File: src/rtl/nibble_serial_adder_pkg.sv
// Shared types and constants for the nibble-serial adder.
`timescale 1ns/1ps
package nibble_serial_adder_pkg;

   localparam int unsigned NIBBLE_W = 4;

   typedef enum logic [1:0] {
      StIdle,
      StRun,
      StDone
   } state_e;

endpackage

File: src/rtl/nibble_serial_adder_cla4_slice.sv
// 4-bit generate/propagate carry-lookahead slice, purely combinational.
`timescale 1ns/1ps
module cla4_slice
   import nibble_serial_adder_pkg::*;
(
   input  logic [NIBBLE_W-1:0] a,
   input  logic [NIBBLE_W-1:0] b,
   input  logic                ci,
   output logic [NIBBLE_W-1:0] s,
   output logic                co
);

   logic [NIBBLE_W-1:0] g;
   logic [NIBBLE_W-1:0] p;
   logic [NIBBLE_W-1:0] c;

   // Flattened lookahead carries; no ripple through the slice.
   always_comb begin
      g    = a & b;
      p    = a ^ b;
      c[0] = ci;
      c[1] = g[0] | (p[0] & ci);
      c[2] = g[1] | (p[1] & g[0]) | (p[1] & p[0] & ci);
      c[3] = g[2] | (p[2] & g[1]) | (p[2] & p[1] & g[0]) | (p[2] & p[1] & p[0] & ci);
      co   = g[3] | (p[3] & g[2]) | (p[3] & p[2] & g[1]) | (p[3] & p[2] & p[1] & g[0])
           | (p[3] & p[2] & p[1] & p[0] & ci);
      s    = p ^ c;
   end

endmodule

File: src/rtl/nibble_serial_adder.sv
// Nibble-serial adder: one 4-bit lookahead slice reused over WIDTH/4 RUN cycles.
// WIDTH must be a multiple of 4 and at least 8.
// Optional subtract mode: define NIBBLE_SERIAL_ADDER_SUB_EN to add the 'sub' port.
`timescale 1ns/1ps
module nibble_serial_adder
   import nibble_serial_adder_pkg::*;
#(
   parameter int unsigned WIDTH = 16
) (
   input  logic             clk,
   input  logic             rst_n,
   input  logic             in_valid,
   output logic             in_ready,
   input  logic [WIDTH-1:0] a,
   input  logic [WIDTH-1:0] b,
   input  logic             cin,
`ifdef NIBBLE_SERIAL_ADDER_SUB_EN
   input  logic             sub,
`endif
   output logic             out_valid,
   input  logic             out_ready,
   output logic [WIDTH-1:0] sum,
   output logic             cout,
   output logic             busy
);

   localparam int unsigned NumNib = WIDTH / NIBBLE_W;
   localparam int unsigned IdxW   = $clog2(NumNib);
   localparam logic [IdxW-1:0] LastIdx = IdxW'(NumNib - 1);

   state_e            state_q, state_d;
   logic [WIDTH-1:0]  a_q, a_d;
   logic [WIDTH-1:0]  b_q, b_d;
   logic [WIDTH-1:0]  sum_q, sum_d;
   logic [IdxW-1:0]   idx_q, idx_d;
   logic              carry_q, carry_d;
   logic              cout_q, cout_d;

   logic [NIBBLE_W-1:0] slice_a, slice_b, slice_s;
   logic                slice_co;
   logic                do_sub;

`ifdef NIBBLE_SERIAL_ADDER_SUB_EN
   assign do_sub = sub;
`else
   assign do_sub = 1'b0;
`endif

   assign slice_a = a_q[idx_q*NIBBLE_W +: NIBBLE_W];
   assign slice_b = b_q[idx_q*NIBBLE_W +: NIBBLE_W];

   cla4_slice u_slice (
      .a  (slice_a),
      .b  (slice_b),
      .ci (carry_q),
      .s  (slice_s),
      .co (slice_co)
   );

   // Next-state: capture operands in IDLE, one nibble per RUN cycle, hold in DONE.
   always_comb begin
      state_d = state_q;
      a_d     = a_q;
      b_d     = b_q;
      sum_d   = sum_q;
      idx_d   = idx_q;
      carry_d = carry_q;
      cout_d  = cout_q;
      unique case (state_q)
         StIdle: begin
            if (in_valid) begin
               a_d     = a;
               // Subtract as a + ~b + 1; cin is ignored in that mode.
               b_d     = do_sub ? ~b : b;
               carry_d = do_sub ? 1'b1 : cin;
               idx_d   = '0;
               sum_d   = '0;
               cout_d  = 1'b0;
               state_d = StRun;
            end
         end
         StRun: begin
            sum_d[idx_q*NIBBLE_W +: NIBBLE_W] = slice_s;
            carry_d = slice_co;
            idx_d   = idx_q + IdxW'(1);
            if (idx_q == LastIdx) begin
               cout_d  = slice_co;
               idx_d   = '0;
               state_d = StDone;
            end
         end
         StDone: begin
            if (out_ready) state_d = StIdle;
         end
         default: state_d = StIdle;
      endcase
   end

   // State and datapath registers; reset aborts any operation in flight.
   always_ff @(posedge clk or negedge rst_n) begin
      if (!rst_n) begin
         state_q <= StIdle;
         a_q     <= '0;
         b_q     <= '0;
         sum_q   <= '0;
         idx_q   <= '0;
         carry_q <= 1'b0;
         cout_q  <= 1'b0;
      end else begin
         state_q <= state_d;
         a_q     <= a_d;
         b_q     <= b_d;
         sum_q   <= sum_d;
         idx_q   <= idx_d;
         carry_q <= carry_d;
         cout_q  <= cout_d;
      end
   end

   assign in_ready  = (state_q == StIdle);
   assign out_valid = (state_q == StDone);
   assign busy      = (state_q != StIdle);
   assign sum       = sum_q;
   assign cout      = cout_q;

endmodule

File: config.mk
export PLATFORM = sky130hd
export DESIGN_NAME = nibble_serial_adder
export DESIGN_NICKNAME = d
export VERILOG_FILES = /design/src/rtl/nibble_serial_adder_pkg.sv /design/src/rtl/nibble_serial_adder_cla4_slice.sv /design/src/rtl/nibble_serial_adder.sv
export SDC_FILE = /design/constraint.sdc
export NUM_CORES = 1
export LEC_CHECK = 0
export ABC_AREA = 0
export BUFFER_PORTS_ARGS = -buffer_cell sky130_fd_sc_hd__clkbuf_2
export CORE_UTILIZATION = 25
export CTS_BUF_LIST = sky130_fd_sc_hd__clkbuf_16
export CTS_CLUSTER_DIAMETER = 60
export CTS_CLUSTER_SIZE = 16
export DETAILED_ROUTE_END_ITERATION = 6
export SYNTH_ARGS = -nofsm -noshare
export SYNTH_HDL_FRONTEND = slang
export SYNTH_SLANG_ARGS = --single-unit
File: constraint.sdc
create_clock -name clk -period 4.6 [get_ports clk]
set_input_delay 0.92 -clock clk [delete_from_list [all_inputs] [get_ports clk]]
set_output_delay 0.92 -clock clk [all_outputs]
set_load 0.005 [all_outputs]
# == Yosys cells after proc, flatten, opt, wreduce, memory -nomap -nowiden ==
# Index checks and enable logic that the tools add are counted.
# Widths: inputs -> output; s select.
# word_totals
reg_bits,54
inputBits,37
output_inout_bits,20
# classes
n_addsub,2
n_eq_ne,6
shifts,4
muxes,15
bitwise_logic,29
reduce_logical,7
# ops
cell,n
$neg 4->34,1
$shift 4x34->16 const A,1
$shiftx 4x34->16,1
$pmux 16 s2,1
$shiftx 16x5->4,2
$and 1x1->1,16
$bwmux 16,1
$mux 16,1
$mux 2,5
$or 1x1->1,10
$xor 4x4->4,2
$pmux 2 s3,1
$reduce_and 3->1,2
$and 4x4->4,1
$eq 2x2->1 const B,2
$ne 2x2->1 const B,2
$pmux 1 s2,2
$pmux 2 s2,1
$reduce_and 2->1,2
$reduce_bool 2->1,2
$mux 1,3
$add 2x1->2 const B,1
$eq 2x1->1 const B,1
$logic_not 2->1,1
$ne 2x1->1 const B,1

# == Longest topological paths before layout ==
# logic_depth
depth_word,10
mapped_depth,7
depth_no_buf,6

# == Modules after synthesis ==
# From an unflattened synthesis, not the netlist that was laid out.
# hier_totals
hier_cells,184
area_unflattened_um2,2693.8
# by_module_without_submodules
mod,n_inst,cells_per_inst,area_per_inst_um2
nibble_serial_adder,1,167,2546.2
cla4_slice,1,17,147.6

# == Least setup slack after synthesis ==
# No wires, ideal clock.
# synth_path
kind,register to register
start,reg idx_q[0]
end,"reg sum_q[11], in the netlist sum[11]"
setup_time_ns,0.121
arrival_ns,2.555
setup_slack_ns,1.924
path_stages_with_launch,8
n_path_buf,1
cell_sequence,dfrtp_1 -> buf_4 -> mux4_2 -> ha_1 -> a21o_1 -> a2111oi_4 -> nor4_4 -> a22o_1
# synth_via
elab_chain_cells,10
elab_cells_between_ends,25
# synth_rtl
item,line,text
"start, declared",nibble_serial_adder.sv:35,"logic [IdxW-1:0] idx_q, idx_d;"
"start signal, assigned",nibble_serial_adder.sv:114,idx_q <= idx_d;
"$shiftx 16x5->4, on equally long branches","nibble_serial_adder.sv:49, nibble_serial_adder.sv:50",
$xor 4x4->4 or $and 4x4->4 (tied branches),"nibble_serial_adder_cla4_slice.sv:20, nibble_serial_adder_cla4_slice.sv:19",
$and 1x1->1,nibble_serial_adder_cla4_slice.sv:24,c[3] = g[2] | (p[2] & g[1]) | (p[2] & p[1] & g[0]) | (p[2] & p[1] & p[0] & ci);
$or 1x1->1 or $and 1x1->1 (tied branches) (2 in a row),nibble_serial_adder_cla4_slice.sv:24,
$or 1x1->1,nibble_serial_adder_cla4_slice.sv:24,
$xor 4x4->4,nibble_serial_adder_cla4_slice.sv:27,s = p ^ c;
$shiftx 4x34->16,nibble_serial_adder.sv:83,sum_d[idx_q*NIBBLE_W +: NIBBLE_W] = slice_s;
$bwmux 16 *,nibble_serial_adder.sv:83,
$pmux 16 s2 *,nibble_serial_adder.sv:69,unique case (state_q)
"end signal, assigned",nibble_serial_adder.sv:113,sum_q <= sum_d;
"end, declared",nibble_serial_adder.sv:34,"logic [WIDTH-1:0] sum_q, sum_d;"
# Mark *: on every way between the ends. The rest lies on a longest branch, timed or not.
# A chain may end at the register's enable or synchronous reset.

# == Worst setup path after layout ==
# Ends and elaborated chain as after synthesis.

==> results list <==
* Setup slack of the most critical reg-to-reg path: 1.70 ns
* Clock tree from TritonCTS: done
- Cells along the critical path: buf_4 -> mux4_2 -> ha_1 -> a21o_1 -> a2111oi_4 -> nor4_4 -> a22o_1
- Setup repair after global routing left no endpoint under its margin.
- In this run the static leakage power is 1.572 nW.
- Per report_power, the clock group accounts for 15.6% of the total.
- Crit path required time: 4.78 ns
* Area inside the core boundary: 10460 sq um
- Pins Over Slew Limit: 0
- Post-synth EDFFs: 0
- Net switching fraction of the power: 37.95%
* Mean instance size in the synthesized netlist: 15.41 sq um
- In this run, synthesis produced a sequential element count of 54.
- Vias: 1632
- In this run the clock root is driven by a clkbuf_16.
* Area of all placed cells without fillers: 3292 sq um
- Global routing finished with a remaining overflow of 0.
- The area growth from synthesis to layout is 20.69%.
- Maximum frequency from static timing analysis: 344.4 MHz
- Hold_buf cts: 0
* Final Skew: 0.006744 ns
- In the final layout, the share of cells above drive strength 1 is 49.36%.
* Number of design rule violations left after detail routing: 0
- Hold Path Class: reg2reg
- Clock network latency to the later pin of the worst-skew pair: 0.29 ns
- The detail route stage leaves a number of antenna-violating nets equal to 0.
* Post-Place Cell Area: 3123 sq um
- Vias per cell: 4.399
* Delay of the slowest critical-path stage: 0.60 ns
- Arrival time of data at the critical path endpoint: 3.08 ns
- Per report_power, the sequential group accounts for 30.9% of the total.
- Resized Gates After CTS: 0
* Total Nets Final: 282
- Number of buffers added for setup after CTS: 0
* Maximum ir drop on the vdd rail: 0.0003064 V
* GP Congestion: 0.7787
* Setup WS post-layout: 1.697 ns
- The tree built by TritonCTS fans out to 54 sinks.
- Maximum Capacitance Violations: 0
- Dividing the detail-routed wire length by the instance count gives 15.22 um.
* Number of primary I/O pins: 57
* Die footprint: 11330 sq um
- Synthesis produced 177 cells.
- Worst Hold Slack: 0.5002 ns
- Transition time of the tightest slew-check pin: 1.052 ns
- STA classifies the critical path startpoint as a register.
* Initial antenna violation count: 0
* Internal Power: 0.001711 W
* Detailed-router iteration count before antenna repair: 4
* Horizontal die dimension: 106.5 um
- CP Max Fanout: 10
* Final clock period utilization by the worst path: 63.11%
* Synth warn: 0
- At the placement stage, the worst setup path has a slack of 1.677 ns.
* Effective utilization at floorplan: 26.07%
- Ratio of total power to cell area: 837.5 nW/um^2
* Count of inserted antenna diode cells: 0
* # H-tree levels: 2
- The first global-routing pass estimated 9170 um of wire.
* Total negative slack for setup checks: 0 ns
* Final Hold Vio Count: 0
* Cts bufs inserted: 5
* Post-synth design cell area: 2728 sq um
- Type of the setup path with the least slack: reg2reg
- Run status: completed
- In this run the tool buffered the top-level ports with 56 buffer cells.
* Global routing usage summed across all routing layers: 10.70%
- Total routed wirelength: 5645 um
* Maximum number of pins on one net before global-route repair: 55
* Floorplan die height: 106.5 um
* Slowest CP cell: dfrtp_1
* Period minus WS final: 2.903 ns
- Clock buffer depth: 2
- The floorplan has 37 rows.
- First DRT Iteration DRCs: 51
- In this run the tightest slew margin relative to its limit is 29.88%.
- Worst-path clk slew: 0.07 ns
- In this run, distinct cell masters in the synthesized netlist total 35.
- The number of nets in the synthesized netlist is 225.
- STA classifies the critical path endpoint as a register.
* Main synth FF type: dfrtp_1
- Dpl hpwl: 4251 um
- Overall power: 0.002757 W
- Combinational logic burns 53.6% of the power.
- Final setup viols: 0
- The via count of the first global-routing pass is 1666.
- Share of synthesized flip-flops with an asynchronous set or reset: 100.0%
- For this run, the register share of the synthesized area comes to 49.54%.
* Reported net switching power: 0.001046 W
[power by group through the flow]
| stage | Combinational, W | Clock [W] | Sequential [W] |
|---|---|---|---|
| floorplan | 0.00120 | 0 | 0.000785 |
| global placement | 0.00145 | 0 | 0.000862 |
| detailed placement | 0.00148 | 0 | 0.000863 |
| CTS | 0.00149 | 0.000442 | 0.000854 |
| global route | 0.00161 | 0.000463 | 0.000885 |
| finish | 0.00148 | 0.000430 | 0.000851 |
[area by class of cell]
cell class	count	area [sq um]
clock inverters	3	43.79
repair buffers	58	295.3
clock buffers	5	125.1
inverters	4	15.01
well taps	136	170.2
flip-flops and latches	54	1351
multi-input cells	111	1291
fillers	1087	7171
[critical path: cells and delay by family, from the launching register on]
family,cells,cell delay (ns)
buffers and inverters,1,0.29
multiplexers,1,0.58
flip-flops,1,0.60
adder cells (fa/ha/maj),1,0.36
AND/OR/NAND/NOR,1,0.11
AO/OA/AOI/OAI,3,0.87
[routing by layer]
layer	global-route usage [%]	vias to the layer above	part of all wire, %
met2	17.53	41	49
li1	-	773	-
met3	3.004	4	5.0
met5	0	-	0
met1	13.90	814	45
met4	2.642	0	0.67
[state kept, by name (all words and copies together) (netlist names)]
signal   flops
a_q         16
carry_q      1
cout         1
b_q         16
sum         16
idx_q        2
state_q      2
[layout by cell type, fill, tap and decap left out, drive strengths merged]
| cell | count |
|---|---|
| a2111oi | 1 |
| a21o | 6 |
| a21oi | 3 |
| a22o | 17 |
| a22oi | 1 |
| and2 | 1 |
| and3 | 1 |
| and3b | 1 |
| and4 | 1 |
| buf | 2 |
| bufinv | 1 |
| clkbuf | 61 |
| clkinv | 1 |
| dfrtp | 54 |
| fa | 1 |
| ha | 10 |
| inv | 5 |
| mux2 | 32 |
| mux4 | 8 |
| nand2 | 7 |
| nand2b | 4 |
| nand3b | 1 |
| nor2 | 1 |
| nor2b | 2 |
| nor3 | 3 |
| nor4 | 2 |
| nor4b | 1 |
| o21ai | 3 |
| o21bai | 1 |
| o31ai | 1 |
| xnor2 | 1 |
| xor2 | 1 |
[logic make-up after synthesis]
group,Yosys count,synth area share [%]
adders and majority gates,11,5.321
and+or+nand+nor,25,7.569
xor gates and xnor gates,2,0.6423
buffers and inverters,12,3.165
DFF,54,49.54
muxes,40,23.67
AOI/OAI and AO/OA,33,10.09
[cell usage after synthesis (2+ instances only)]
library cell	number	area [sq um]
a22o_1	17	148.9
ha_1	10	125.1
nor3_1	3	15.01
inv_1	4	15.01
a21oi_1	3	15.01
dfrtp_1	54	1351
nor4_4	2	42.54
buf_4	3	22.52
mux4_2	8	180.2
buf_6	4	45.04
nor2b_1	2	12.51
nand2b_1	2	12.51
mux2_2	4	45.04
mux2_4	28	420.4
a21o_1	5	37.54
nand2_1	7	26.28
o21ai_0	3	15.01
[metrics by stage]
stage               instances  utilization (%)
finish                    371            31.46
global route              371            31.46
CTS                       371            31.46
detailed placement        363            29.85
global placement          363            29.85
floorplan                 177                -
[path summary, 6_finish.rpt]
| kind | from | end | cells after the start |
|---|---|---|---|
| max | idx_q[0] | sum[11] | 7 |
| min | sum[9] | sum[9] | 1 |
| max reg2reg | idx_q[0] | sum[11] | 7 |
| min reg2reg | sum[9] | sum[9] | 1 |
| max in group asynchronous | rst_n | b_q[1] | 2 |
| min in group asynchronous | rst_n | state_q[1] | 2 |
(Power assumes the default switching activity.)
